<file path="src/rtl/gat_feat_bram_reader.sv">
// Feature BRAM drain engine: reads NUM words from the GAT core's new-feature
// BRAM once the core reports ready and streams them out over AXI-Stream.
// Reads are credit-limited so every returning word has a FIFO slot.
module gat_feat_bram_reader #(
    parameter int NEW_FEATURE_WIDTH  = 32,
    parameter int NUM_FEATURE_OUT    = 16,
    parameter int NUM_SUBGRAPHS      = 2708,
    parameter int NEW_FEATURE_DEPTH  = NUM_SUBGRAPHS * NUM_FEATURE_OUT,
    parameter int NEW_FEATURE_ADDR_W = $clog2(NEW_FEATURE_DEPTH),
    parameter int RD_LATENCY         = 2,
    parameter int FIFO_DEPTH         = 4
) (
    input  logic                          i_clk,
    input  logic                          i_rst_n,
    input  logic                          i_start,
    input  logic [NEW_FEATURE_ADDR_W:0]   i_num_words,
    input  logic                          i_gat_ready,
    output logic [NEW_FEATURE_ADDR_W+1:0] o_feat_bram_addrb,
    input  logic [NEW_FEATURE_WIDTH-1:0]  i_feat_bram_dout,
    output logic [NEW_FEATURE_WIDTH-1:0]  o_m_axis_tdata,
    output logic                          o_m_axis_tvalid,
    input  logic                          i_m_axis_tready,
    output logic                          o_m_axis_tlast,
    output logic                          o_busy,
    output logic                          o_done
);

    localparam int AW    = NEW_FEATURE_ADDR_W;
    localparam int PTR_W = (FIFO_DEPTH > 1) ? $clog2(FIFO_DEPTH) : 1;
    localparam int CNT_W = $clog2(FIFO_DEPTH + 1);
    // Wide enough for fifo_count + inflight without overflow.
    localparam int USE_W = $clog2(FIFO_DEPTH + RD_LATENCY + 1);

    typedef enum logic [2:0] {
        StIdle,
        StWaitRdy,
        StIssue,
        StFlush,
        StDone
    } state_t;

    state_t                        r_state;
    logic [AW:0]                   r_num_words;
    logic [AW:0]                   r_rd_idx;
    logic [AW:0]                   r_out_cnt;
    logic [AW+1:0]                 r_addr_hold;
    logic                          r_busy;
    logic                          r_done;
    logic [RD_LATENCY-1:0]         r_pipe;

    logic [NEW_FEATURE_WIDTH-1:0]  r_fifo_mem [FIFO_DEPTH];
    logic [PTR_W-1:0]              r_wr_ptr;
    logic [PTR_W-1:0]              r_rd_ptr;
    logic [CNT_W-1:0]              r_fifo_cnt;

    logic [USE_W-1:0]              w_inflight;
    logic [USE_W-1:0]              w_used;
    logic                          w_issue;
    logic                          w_push;
    logic                          w_pop;
    logic                          w_tvalid;
    logic [AW+1:0]                 w_issue_addr;
    logic                          w_drained;

    // Count reads whose data has not yet reached the FIFO.
    always_comb begin
        w_inflight = '0;
        for (int i = 0; i < RD_LATENCY; i++) begin
            w_inflight = w_inflight + USE_W'(r_pipe[i]);
        end
    end

    // Credit check and handshake decode.
    always_comb begin
        w_used       = USE_W'(r_fifo_cnt) + w_inflight;
        w_issue      = (r_state == StIssue) && (w_used < USE_W'(FIFO_DEPTH))
                       && (r_rd_idx < r_num_words);
        w_push       = r_pipe[RD_LATENCY-1];
        w_tvalid     = (r_fifo_cnt != '0);
        w_pop        = w_tvalid && i_m_axis_tready;
        w_issue_addr = {r_rd_idx[AW-1:0], 2'b00};
        w_drained    = (w_inflight == '0) && (r_fifo_cnt == '0)
                       && (r_out_cnt == r_num_words);
    end

    // The address is presented in the issue cycle itself so the pipe only has
    // to cover the BRAM latency; otherwise the credit window cannot sustain
    // one beat per cycle with a FIFO of RD_LATENCY+2 entries.
    assign o_feat_bram_addrb = w_issue ? w_issue_addr : r_addr_hold;
    assign o_m_axis_tvalid   = w_tvalid;
    assign o_m_axis_tdata    = w_tvalid ? r_fifo_mem[r_rd_ptr] : '0;
    assign o_m_axis_tlast    = w_tvalid && (r_out_cnt == r_num_words - 1'b1);
    assign o_busy            = r_busy;
    assign o_done            = r_done;

    // Control FSM with read index, beat counter and registered busy/done.
    always_ff @(posedge i_clk) begin
        if (!i_rst_n) begin
            r_state     <= StIdle;
            r_num_words <= '0;
            r_rd_idx    <= '0;
            r_out_cnt   <= '0;
            r_addr_hold <= '0;
            r_busy      <= 1'b0;
            r_done      <= 1'b0;
        end else begin
            r_done <= 1'b0;
            if (w_issue) begin
                r_rd_idx    <= r_rd_idx + 1'b1;
                r_addr_hold <= w_issue_addr;
            end
            if (w_pop) begin
                r_out_cnt <= r_out_cnt + 1'b1;
            end
            unique case (r_state)
                StIdle: begin
                    if (i_start) begin
                        r_num_words <= i_num_words;
                        r_rd_idx    <= '0;
                        r_out_cnt   <= '0;
                        r_busy      <= 1'b1;
                        r_state     <= StWaitRdy;
                    end
                end
                StWaitRdy: begin
                    if (i_gat_ready) begin
                        if (r_num_words == '0) begin
                            r_busy  <= 1'b0;
                            r_done  <= 1'b1;
                            r_state <= StDone;
                        end else begin
                            r_state <= StIssue;
                        end
                    end
                end
                StIssue: begin
                    if (w_issue && (r_rd_idx + 1'b1 == r_num_words)) begin
                        r_state <= StFlush;
                    end
                end
                StFlush: begin
                    if (w_drained) begin
                        r_busy  <= 1'b0;
                        r_done  <= 1'b1;
                        r_state <= StDone;
                    end
                end
                StDone: begin
                    r_state <= StIdle;
                end
                default: begin
                    r_state <= StIdle;
                end
            endcase
        end
    end

    // Read-valid shift pipe matching the BRAM latency.
    always_ff @(posedge i_clk) begin
        if (!i_rst_n) begin
            r_pipe <= '0;
        end else begin
            r_pipe[0] <= w_issue;
            for (int i = 1; i < RD_LATENCY; i++) begin
                r_pipe[i] <= r_pipe[i-1];
            end
        end
    end

    // FIFO pointers and occupancy.
    always_ff @(posedge i_clk) begin
        if (!i_rst_n) begin
            r_wr_ptr   <= '0;
            r_rd_ptr   <= '0;
            r_fifo_cnt <= '0;
        end else begin
            if (w_push) begin
                r_wr_ptr <= (r_wr_ptr == PTR_W'(FIFO_DEPTH - 1)) ? '0 : r_wr_ptr + 1'b1;
            end
            if (w_pop) begin
                r_rd_ptr <= (r_rd_ptr == PTR_W'(FIFO_DEPTH - 1)) ? '0 : r_rd_ptr + 1'b1;
            end
            if (w_push && !w_pop) begin
                r_fifo_cnt <= r_fifo_cnt + 1'b1;
            end else if (!w_push && w_pop) begin
                r_fifo_cnt <= r_fifo_cnt - 1'b1;
            end
        end
    end

    // FIFO storage; contents are don't-care while the count is zero.
    always_ff @(posedge i_clk) begin
        if (w_push) begin
            r_fifo_mem[r_wr_ptr] <= i_feat_bram_dout;
        end
    end

endmodule

</file>
<file path="config.mk">
export PLATFORM = sky130hd
export DESIGN_NAME = gat_feat_bram_reader
export DESIGN_NICKNAME = d
export VERILOG_FILES = /design/src/rtl/gat_feat_bram_reader.sv
export SDC_FILE = /design/constraint.sdc
export NUM_CORES = 1
export LEC_CHECK = 0
export ABC_AREA = 1
export CAP_MARGIN = 20
export CORE_MARGIN = 2
export CORE_UTILIZATION = 40
export CTS_BUF_LIST = sky130_fd_sc_hd__clkbuf_8
export DETAILED_ROUTE_END_ITERATION = 8
export GPL_ROUTABILITY_DRIVEN = 0
export PLACE_DENSITY = 0.7
export SLEW_MARGIN = 20
export SYNTH_ARGS = -nofsm -noshare
export SYNTH_HDL_FRONTEND = slang
export SYNTH_SLANG_ARGS = --single-unit
</file>
<file path="constraint.sdc">
create_clock -name i_clk -period 6.07 [get_ports i_clk]
set_input_delay 1.214 -clock i_clk [delete_from_list [all_inputs] [get_ports i_clk]]
set_output_delay 1.214 -clock i_clk [all_outputs]
set_load 0.01 [all_outputs]
</file>
Word-level counts from Yosys, hierarchy flattened
Memory sizes are Yosys's and may differ from the RTL's. A register that Yosys moved wholly into a read port is not among the register bits.
Cells that the tools add are included.
Word-level totals
  register bits after elaboration: 83
  bits in latches: 0
  bits in writable memories: 128
  memory bits (read-only): 0
  input bits: 54
  output and inout port bits: 54
  logic and storage cells: 88
  memories kept: 1
Cells by class
  add/sub/neg operators: 9
  $mul: 0
  divide/modulo/power cells: 0
  magnitude comparators: 2
  eq/ne operators: 13
  shift-type cells: 0
  mux-type cells: 31
  bitwise logic cells: 0
  reductions and logical operators: 21
Memory list
  r_fifo_mem: depth 4, width 32, read ports 1, clocked after Yosys merged registers in 1, wr ports 1, RTL line 51  | logic [NEW_FEATURE_WIDTH-1:0] r_fifo_mem [FIFO_DEPTH];
Operators by type and width (count)
  17-bit two-way mux: 6
  17-bit == test: 3
  17-bit by 1-bit adder with 17-bit output, second input constant: 2
  32-bit two-way mux: 1
  3-bit two-way mux: 7
  18-bit two-way mux: 1
  17-bit logical NOT: 1
  17-bit < comparator: 1
  17-bit by 1-bit subtractor with 17-bit output, second input constant: 1
  3-bit case mux with 4 select lines: 1
  1-bit logical AND: 9
  3-bit logical NOT: 3
  1-bit two-way mux: 9
  2-bit two-way mux: 4
  2-bit != test, second input constant: 4
  3-bit by 2-bit == test with 1-bit output, second input constant: 2
  3-bit nonzero test: 2
  5-bit AND reduction: 1
  2-bit by 1-bit adder with 2-bit output, second input constant: 2
  2-bit == test, second input constant: 2
  4-bit AND reduction: 1
  3-bit by 1-bit adder with 3-bit output, second input constant: 1
  3-bit by 2-bit adder with 3-bit output: 1
  3-bit by 1-bit == test with 1-bit output, second input constant: 1
  9 further kinds: 10

Longest topological paths before layout
Gate-level depths: netlist of the first run.
  depth in word-level cells: 8
  depth in mapped cells: 16
  depth with buffers taken out: 15

Worst setup path before layout of the first run
Ideal clock, no wire load.
  path kind: register to output
  start point: reg r_pipe[1]
  end point: out o_feat_bram_addrb[17]
  arrival: 1.979 ns
  data required time: 4.856 ns
  setup slack: 2.877 ns
  stages on the path, launching flop included: 10
  buffers on the path: 2
  cell sequence: dfxtp_1 > ha_1 > ha_1 > a31o_2 > or2_2 > nand3_1 > nor2_2 > buf_2 > buf_2 > a21oi_1
On the way
  word-level cells in the longest chain between the ends: 6
Ends and longest elaborated chain
  start: declaration: RTL line 49  | logic [RD_LATENCY-1:0] r_pipe;
  start signal: indexed assignment: RTL line 165  | r_pipe[i] <= r_pipe[i-1];
  1-bit by 1-bit adder with 2-bit output: RTL line 69  | w_inflight = w_inflight + USE_W'(r_pipe[i]);
  3-bit by 2-bit adder with 3-bit output: RTL line 75  | w_used = USE_W'(r_fifo_cnt) + w_inflight;
  3-bit < comparator: RTL line 76  | w_issue = (r_state == StIssue) && (w_used < USE_W'(FIFO_DEPTH))
  1-bit logical AND: RTL line 76
  1-bit logical AND: RTL line 77  | && (r_rd_idx < r_num_words);
  18-bit two-way mux
  end: declaration: RTL line 18  | output logic [NEW_FEATURE_ADDR_W+1:0] o_feat_bram_addrb,
Every way passes these cells.

Final worst setup path of the first run
  start point: reg r_num_words[8]
  end point: out o_feat_bram_addrb[12]
On the way
  word-level cells in the longest chain between the ends: 3
Ends and longest elaborated chain
  start: declaration: RTL line 43  | logic [AW:0] r_num_words;
  start signal: assignment: RTL line 118  | r_num_words <= i_num_words;
  17-bit < comparator: RTL line 77
  1-bit logical AND: RTL line 77
  18-bit two-way mux
Every way passes these cells.

==> impl_metrics.tcl, run 1 <==
set metrics [dict create \
    finClkSkew_ns 0.0565 \
    drive_gt1_frac 0.0868 \
    ys_ff_latch 213 \
    wl_um 23800 \
    wl_per_cell_um 15.0 \
    yosys_warnings 0 \
    die_x_um 163 \
    clk_latency_ns 0.55 \
    max_freq_mhz 203 \
    cts_setup_buffers 0 \
    cts.reportedPaths.clkPinSlew_ns 0.06 \
    cts_tree "done" \
    grt_usage 0.181 \
    dr_wl_met3_um 1470 \
    top_layer "met4" \
    layout_commonest_cell "nor2_1" \
    synth_edf_count 128 \
    wl_met2_um 10900 \
    syn_nets 1202 \
    rows 58 \
    ys_async_sr_fraction 0 \
    rr_endpoint "r_state[0]" \
    syn_to_final_growth_pct 20.8 \
    synthFlopType "edfxtp_1" \
    cts.hold.buffers_added 0 \
    gr-total-overflow 0 \
    synthesis.instances 1117 \
    critical_path_class "flip-flop to output pin" \
    dpl.cell_count 1521 \
    ant_nets 0 \
    grt_pass1_wl_um 38500 \
    port_buffers 107 \
    post-route-min-period_ns 4.92 \
    grt_max_degree 66 \
    worst_hold_slack_ns 0.447 \
    netlist_area_um2 10100 \
    rsz0062_at_grt "false" \
    endpoint_kind "output pin" \
    status "complete, no violations" \
    hold_viol 0 \
    ff2ff_path_depth 15 \
    synth_area_leaders "edfxtp_1 (38%), dfxtp_1 (17%), nor2_1 (7.4%)" \
    min_from "r_addr_hold[1]" \
    synth_top_cell_area_share 0.380 \
    final_cell_mix "nor2_1 (199), edfxtp_1 (128), inv_1 (113), nand2_1 (113), o21ai_0 (111)" \
    fillers 2287 \
    leakagePower_uw 0.00459 \
    min_path_cells 2 \
    synth_seq_area_share 0.549 \
    setup_viol 0 \
    post-route-period-util 0.810 \
    cts.sinks 213 \
    drv_cap 0 \
    antenna_found_initial 0 \
    synth_largest_area_cell "edfxtp_1" \
    final_cells 1586 \
    nNetsFinal 1314 \
    fin_setup_tns_ns 0 \
    drt-met1-wl_um 10800 \
    die_area_um2 26500 \
    die_h_um 163 \
    vias 8011 \
    hold_end "r_addr_hold[1]" \
    cp_max_fo 57 \
    cp-start-kind "flip-flop" \
    cts_resized 0 \
    cp.required_ns 4.86 \
    drt_first_pass_iters 5 \
    coreArea_um2 25000 \
    cts_max_level 2 \
    regToRegSetupSlack_ns 3.17 \
    cts_max_path_buffers 3 \
    synthDistinctLibCells 44 \
    initial_core_util 0.405 \
    viasPerCell 5.05 \
    dp_hpwl_um 15400 \
    cp.arrival_ns 3.70 \
    cts_buffers 36 \
    hold_path_class "flip-flop to flip-flop" \
    diodes 0 \
    ios 108 \
    dr.first_iter.drc_count 509 \
    syn_avg_cell_area_um2 9.04 \
    cts_root_buf "clkbuf_8" \
    placed_area_um2 11500 \
    peakVddDrop_uv 219 \
    power.density_nw_per_um2 430 \
    grt_pass1_vias 7775 \
    slew_viol_final 0 \
    drc 0 \
    final_area_um2 12200 \
    slew_headroom 0.340 \
    p_total_uw 5240 \
    r2r-start "r_num_words[8]" \
    worst_pin_slew_ns 0.989 \
]
## how the worst max path moves through the flow
stage / from / to / slack, ns / depth (start not counted)
after global placement: r_num_words[6] / o_feat_bram_addrb[3] / 1.84 / 13
after detailed placement: r_num_words[10] / o_feat_bram_addrb[12] / 1.76 / 14
after global routing: r_num_words[6] / o_feat_bram_addrb[3] / 0.88 / 13
final: r_num_words[8] / o_feat_bram_addrb[12] / 1.15 / 15
after floorplan: r_pipe[1] / o_feat_bram_addrb[17] / 2.88 / 9
after CTS: r_num_words[8] / o_feat_bram_addrb[12] / 1.14 / 15
## kinds of logic (layout without fill, tap and decap cells)
logic type,count (synthesis),in the layout,share of synthesized area
DFF,213,213,0.549
and+or+nand+nor,430,430,0.187
buffers and inverters,153,292,0.0580
adders and majority gates,31,31,0.0391
xor gates and xnor gates,39,39,0.0352
AOI/OAI and AO/OA,251,251,0.132
## stage by stage
stage	util	setup WS [ns]
floorplan	-	2.88
global placement	0.460	1.84
detailed placement	0.460	1.76
CTS	0.489	1.14
global route	0.489	0.885
finish	0.489	1.15
## critical path, cell delays in order, from the launching register on
cell             delay [ns]
dfxtp_1                0.43
inv_1                  0.11
ha_1                   0.31
nand2_1                0.06
inv_1                  0.03
nor2_1                 0.09
o21a_1                 0.12
nand2_1                0.05
nand2_1                0.09
nand3_1                0.13
nor2_4                 0.27
buf_4                  0.47
or2_2                  0.20
inv_2                  0.04
a21oi_1                0.17
clkdlybuf4s50_1        0.57
## cell type report
class                      instances  area, um2  share of cell area
inverter                         110        413              0.0338
timing repair buffer             117       1150              0.0939
tap                              330        413              0.0338
clock inverter                    23        134              0.0110
clock buffer                      42        578              0.0474
sequential                       213       5550               0.454
multi-input combinational        751       3980               0.326
## Yosys cell counts (2+ instances only)
library cell	count
o22ai_1	2
nor2_2	6
nand3_1	41
or2_2	17
xor2_1	17
o21a_1	3
buf_1	5
a211oi_1	16
nand2_1	113
a31oi_1	3
nor3_1	15
nor3_2	5
nand2_2	5
buf_2	6
dfxtp_1	85
a21oi_1	103
xnor2_1	21
nand4_1	20
edfxtp_1	128
o21ai_0	111
o21ai_1	6
nand3_2	2
inv_1	100
clkbuf_1	31
inv_2	9
ha_1	30
a21o_1	2
nor2_1	199
## state kept, by name (all words and copies together) (netlist names), named ones only
name / count
r_fifo_cnt: 3
r_state: 3
r_wr_ptr: 2
r_addr_hold: 18
o_busy: 1
o_done: 1
r_out_cnt: 17
r_fifo_mem: 128
r_num_words: 17
r_rd_ptr: 2
r_rd_idx: 17
r_pipe: 2
## report_power, final
part           internal [uW]  switching [uW]  total (uW)
sequential              1670             122        1790
clock                    675             577        1250
combinational            934            1270        2200
total                   3280            1970        5240
## layer usage
metal  global-route usage  up-vias
met2                0.298      223
met3               0.0346       51
met4               0.0595        0
li1                     -     4021
met5                    0        -
met1                0.241     3716
No activity file was read; power rests on OpenSTA's default activity.
==> inputs of run 2 (changes only) <==
Clock period 6.07 ns to 4.8 ns, I/O delays scaled along.
==> run 2 against run 1 <==
Against the previous run:
- register-to-register slack lost 0.99 ns
- combinational power grew 28%
- sequential power grew 27%
- via count grew 0.30%
- total power grew 25%
- clock skew shrank 0.020 ns
==> impl_metrics.tcl, run 2 (same netlist as run 1, synthesis figures left out) <==
set metrics [dict create \
    status "complete, no violations" \
    drive_gt1_frac 0.0889 \
    initial_core_util 0.405 \
    worst_pin_slew_ns 1.06 \
    cp_max_fo 71 \
    cts.reportedPaths.clkPinSlew_ns 0.06 \
    rows 58 \
    port_buffers 107 \
    wl_per_cell_um 14.7 \
    grt_usage 0.179 \
    cts_buffers 36 \
    fillers 2305 \
    final_area_um2 12200 \
    endpoint_kind "output pin" \
    cts.sinks 213 \
    regToRegSetupSlack_ns 2.18 \
    rsz0062_at_grt "false" \
    top_register "r_fifo_mem" \
    layout_commonest_cell "nor2_1" \
    slew_viol_final 0 \
    fin_setup_tns_ns 0 \
    cp.required_ns 3.84 \
    max_freq_mhz 234 \
    ff2ff_path_depth 12 \
    dpl.cell_count 1525 \
    ios 108 \
    cts_root_buf "clkbuf_8" \
    antenna_found_initial 0 \
    cts_resized 0 \
    viasPerCell 5.05 \
    ant_nets 0 \
    finClkSkew_ns 0.0362 \
    cts_tree "done" \
    nNetsFinal 1318 \
    die_area_um2 26500 \
    setup_viol 0 \
    r2r-start "r_fifo_cnt[1]" \
    dr.first_iter.drc_count 461 \
    power.density_nw_per_um2 538 \
    slew_headroom 0.292 \
    coreArea_um2 25000 \
    grt_max_degree 72 \
    syn_to_final_growth_pct 20.9 \
    vias 8035 \
    final_cell_mix "nor2_1 (199), edfxtp_1 (128), nand2_1 (113), inv_1 (111), o21ai_0 (111)" \
    rr_endpoint "o_busy" \
    dp_hpwl_um 15400 \
    grt_pass1_wl_um 38000 \
    placed_area_um2 11500 \
    reg.largest.list "r_fifo_mem: 128 flops, r_addr_hold: 18 flops" \
    drt_first_pass_iters 4 \
    drv_cap 0 \
    leakagePower_uw 0.00458 \
    cts_max_level 2 \
    die_x_um 163 \
    cp.arrival_ns 3.31 \
    hold_viol 0 \
    clk_latency_ns 0.54 \
    critical_path_class "flip-flop to output pin" \
    peakVddDrop_uv 377 \
    cts_max_path_buffers 3 \
    post-route-period-util 0.890 \
    post-route-min-period_ns 4.27 \
    endpoint "o_feat_bram_addrb[2]" \
    gr-total-overflow 0 \
    largest_reg_flops 128 \
    cts.hold.buffers_added 0 \
    crit_start "r_num_words[12]" \
    grt_pass1_vias 7808 \
    drc 0 \
    wl_um 23400 \
    hold_path_class "flip-flop to flip-flop" \
    final_cells 1590 \
    diodes 0 \
    cp-start-kind "flip-flop" \
    cts_setup_buffers 0 \
    die_h_um 163 \
]
## run 2: cell types whose count changed in the layout (fill, tap and decap cells not counted), sizes merged
cell | before | now
clkbuf | 42 | 41
buf | 10 | 14
inv | 124 | 121
clkinv | 6 | 11
bufinv | 1 | 0
## run 2: cell type report
class / instances / area [um2] / share of cell area
clock inverters: 24 / 113 / 0.00922
well taps: 330 / 413 / 0.0338
multi-input cells: 751 / 3980 / 0.326
inverters: 110 / 414 / 0.0339
clock buffers: 41 / 564 / 0.0462
flip-flops and latches: 213 / 5550 / 0.454
repair buffers: 121 / 1190 / 0.0973
## run 2: worst min path at each step
| stage | endpoint | startpoint | depth (start not counted) |
|---|---|---|---|
| 3_5_place_dp | r_pipe[1] | r_pipe[0] | 2 |
| 6_report | r_pipe[1] | r_pipe[0] | 2 |
| 2_1_floorplan | r_pipe[1] | r_pipe[0] | 2 |
| 5_1_grt | r_addr_hold[0] | r_addr_hold[0] | 2 |
| 4_1_cts | r_pipe[1] | r_pipe[0] | 2 |
| 3_3_place_gp | r_pipe[1] | r_pipe[0] | 2 |
## run 2: per-stage QoR
| stage | total power [uW] | setup slack [ns] | hold WS (ns) | util |
|---|---|---|---|---|
| after detailed placement | 5110 | 1.07 | 0.440 | 0.462 |
| final | 6570 | 0.527 | 0.449 | 0.489 |
| after global placement | 5070 | 1.13 | 0.437 | 0.462 |
| after global routing | 7050 | 0.300 | 0.486 | 0.489 |
| after CTS | 6640 | 0.507 | 0.449 | 0.489 |
| after floorplan | 3960 | 1.86 | 0.424 | - |
## run 2: critical path: stages, from the launching register on
cell             delay [ns]
dfxtp_1                0.41
inv_1                  0.11
ha_1                   0.31
nand2_1                0.06
inv_1                  0.06
nand3_1                0.10
nor3_1                 0.25
nand4_1                0.14
nand3_1                0.14
nor2_4                 0.05
buf_12                 0.18
inv_1                  0.20
nor2_1                 0.10
a21oi_1                0.12
clkdlybuf4s50_1        0.55
## run 2: layer usage
metal  track usage  vias to the layer above  wire length [um]
met3        0.0351                       37              1580
met1         0.230                     3747             10200
met2         0.302                      232             11100
met5             0                        -                 0
met4        0.0611                        0               454
li1              -                     4019                 -
## run 2: power breakdown
part	internal [uW]	total (uW)	switching, uW
clock network	785	1500	713
logic	1210	2810	1600
registers	2110	2270	155
==> inputs of run 3 (changes only) <==
Settings changed: MAX_ROUTING_LAYER set to met4.
==> run 3 against run 2 <==
Against the previous run:
- worst setup slack better by 0.013 ns
- register-to-register slack about the same
- via count is essentially flat
- largest power group unchanged
==> impl_metrics.tcl, run 3 (same netlist as run 1, synthesis figures left out) <==
set metrics [dict create \
    status "complete, no violations" \
    seq_power_share 0.345 \
    vias 8036 \
    hold_viol 0 \
    wl_um 23400 \
    setup_viol 0 \
    grt_pass1_wl_um 38000 \
    cts_max_level 2 \
    crit_start "r_num_words[12]" \
    nNetsFinal 1318 \
    cts_buffers 36 \
    ant_nets 0 \
    grt_max_degree 72 \
    cp_top_family "buffers and inverters" \
    diodes 0 \
    largest_reg_flops 128 \
    cp.depth 14 \
    crit_top_cell "inv_1" \
    cts_root_buf "clkbuf_8" \
    initial_core_util 0.405 \
    p_total_uw 6570 \
    viasPerCell 5.05 \
    regArea_um2 5550 \
    post-route-period-util 0.888 \
    syn_to_final_growth_pct 20.9 \
    max_freq_mhz 235 \
    cts.reportedPaths.clkPinSlew_ns 0.06 \
    cts_resized 0 \
    ios 108 \
    cp-start-kind "flip-flop" \
    path_cells "inv_1 > ha_1 > nand2_1 > inv_1 > nand3_1 > nor3_1 > nand4_1 > nand3_1 > nor2_4 > buf_12 > inv_1 > nor2_1 > a21oi_1 > clkdlybuf4s50_1" \
    fillers 2305 \
    port_buffers 107 \
    worst-path-buf-inv 5 \
    cts_setup_buffers 0 \
    place_ws_ns 1.07 \
    sw_frac_of_total 0.375 \
    intPower_uw 4110 \
    coreArea_um2 25000 \
    cp.arrival_ns 3.30 \
    drive_gt1_frac 0.0889 \
    dp_hpwl_um 15400 \
    power.density_nw_per_um2 538 \
    cts.hold.buffers_added 0 \
    multiInputGateArea_um2 3980 \
    critical_path_class "flip-flop to output pin" \
    die_area_um2 26500 \
    drc 0 \
    cts.sinks 213 \
    dr.first_iter.drc_count 452 \
    post-route-min-period_ns 4.26 \
    die_h_um 163 \
    endpoint_kind "output pin" \
    rsz0062_at_grt "false" \
    cts_tree "done" \
    fin_setup_tns_ns 0 \
    critPathMaxStageDelay_ns 0.55 \
    clk_latency_ns 0.54 \
    die_x_um 163 \
    wl_per_cell_um 14.7 \
    antenna_found_initial 0 \
    worst_pin_slew_ns 1.04 \
    grt_pass1_vias 7813 \
    endpoint "o_feat_bram_addrb[2]" \
    reg.largest.list "r_fifo_mem: 128 flops, r_addr_hold: 18 flops" \
    rows 58 \
    drt_first_pass_iters 5 \
    hold_path_class "flip-flop to flip-flop" \
    worst_hold_slack_ns 0.448 \
    top_register "r_fifo_mem" \
    peakVddDrop_uv 378 \
    ff2ff_path_depth 14 \
    r2r-start "r_num_words[10]" \
    p_clk_frac 0.228 \
    grt_usage 0.184 \
    regToRegSetupSlack_ns 2.19 \
    switchingPower_uw 2470 \
    cp.required_ns 3.84 \
    cts_max_path_buffers 3 \
    gr-total-overflow 0 \
    drv_cap 0 \
    slew_headroom 0.306 \
    leakagePower_uw 0.00458 \
    final_cell_mix "nor2_1 (199), edfxtp_1 (128), nand2_1 (113), inv_1 (111), o21ai_0 (111)" \
    p_comb_frac 0.427 \
    finClkSkew_ns 0.0388 \
    cp_max_fo 71 \
    layout_commonest_cell "nor2_1" \
    worst_slack_ns 0.539 \
    slew_viol_final 0 \
    crit_slowest_cell "clkdlybuf4s50_1" \
    rr_endpoint "r_rd_idx[4]" \
]
[run 3: cell counts in the layout (fill, tap and decap cells not counted)]
No cell type changed its count.
[run 3: how the worst min path moves through the flow]
stage,start,endpoint,slack (ns),cells after the start
6_report,r_pipe[0],r_pipe[1],0.45,2
3_3_place_gp,r_pipe[0],r_pipe[1],0.44,2
2_1_floorplan,r_pipe[0],r_pipe[1],0.42,2
5_1_grt,r_addr_hold[0],r_addr_hold[0],0.49,2
3_5_place_dp,r_pipe[0],r_pipe[1],0.44,2
4_1_cts,r_pipe[0],r_pipe[1],0.45,2
[run 3: cell type report]
type / instances / area share
Clock inverter: 24 / 0.00922
Sequential cell: 213 / 0.454
Multi-Input combinational cell: 751 / 0.326
Tap cell: 330 / 0.0338
Clock buffer: 41 / 0.0462
Timing Repair Buffer: 121 / 0.0973
Inverter: 110 / 0.0339
[run 3: routing by layer]
layer	routed length, um	vias up	global-route usage
met3	1530	44	0.0336
met4	480	0	0.0611
met2	11100	225	0.302
met5	0	-	-
met1	10300	3745	0.231
li1	-	4022	-
[run 3: metrics by stage]
| step | util | std cells | area (um2) |
|---|---|---|---|
| finish | 0.489 | 1590 | 12200 |
| global route | 0.489 | 1590 | 12200 |
| CTS | 0.489 | 1590 | 12200 |
| detailed placement | 0.462 | 1525 | 11500 |
| global placement | 0.462 | 1525 | 11500 |
| floorplan | - | 1117 | 10100 |
[run 3: tightest hold or removal path, delay by kind of cell (launching register included)]
family	cells	cell delay [ns]
simple gates	1	0.06
flops	1	0.32
buf+inv	1	0.03
[run 3: power groups by stage]
stage                     Combinational [uW]  Sequential (uW)  Clock (uW)
after floorplan                         1700             2250           0
after global placement                  2780             2300           0
after detailed placement                2810             2300           0
after CTS                               2830             2270        1550
after global routing                    3130             2290        1620
final                                   2810             2270        1500
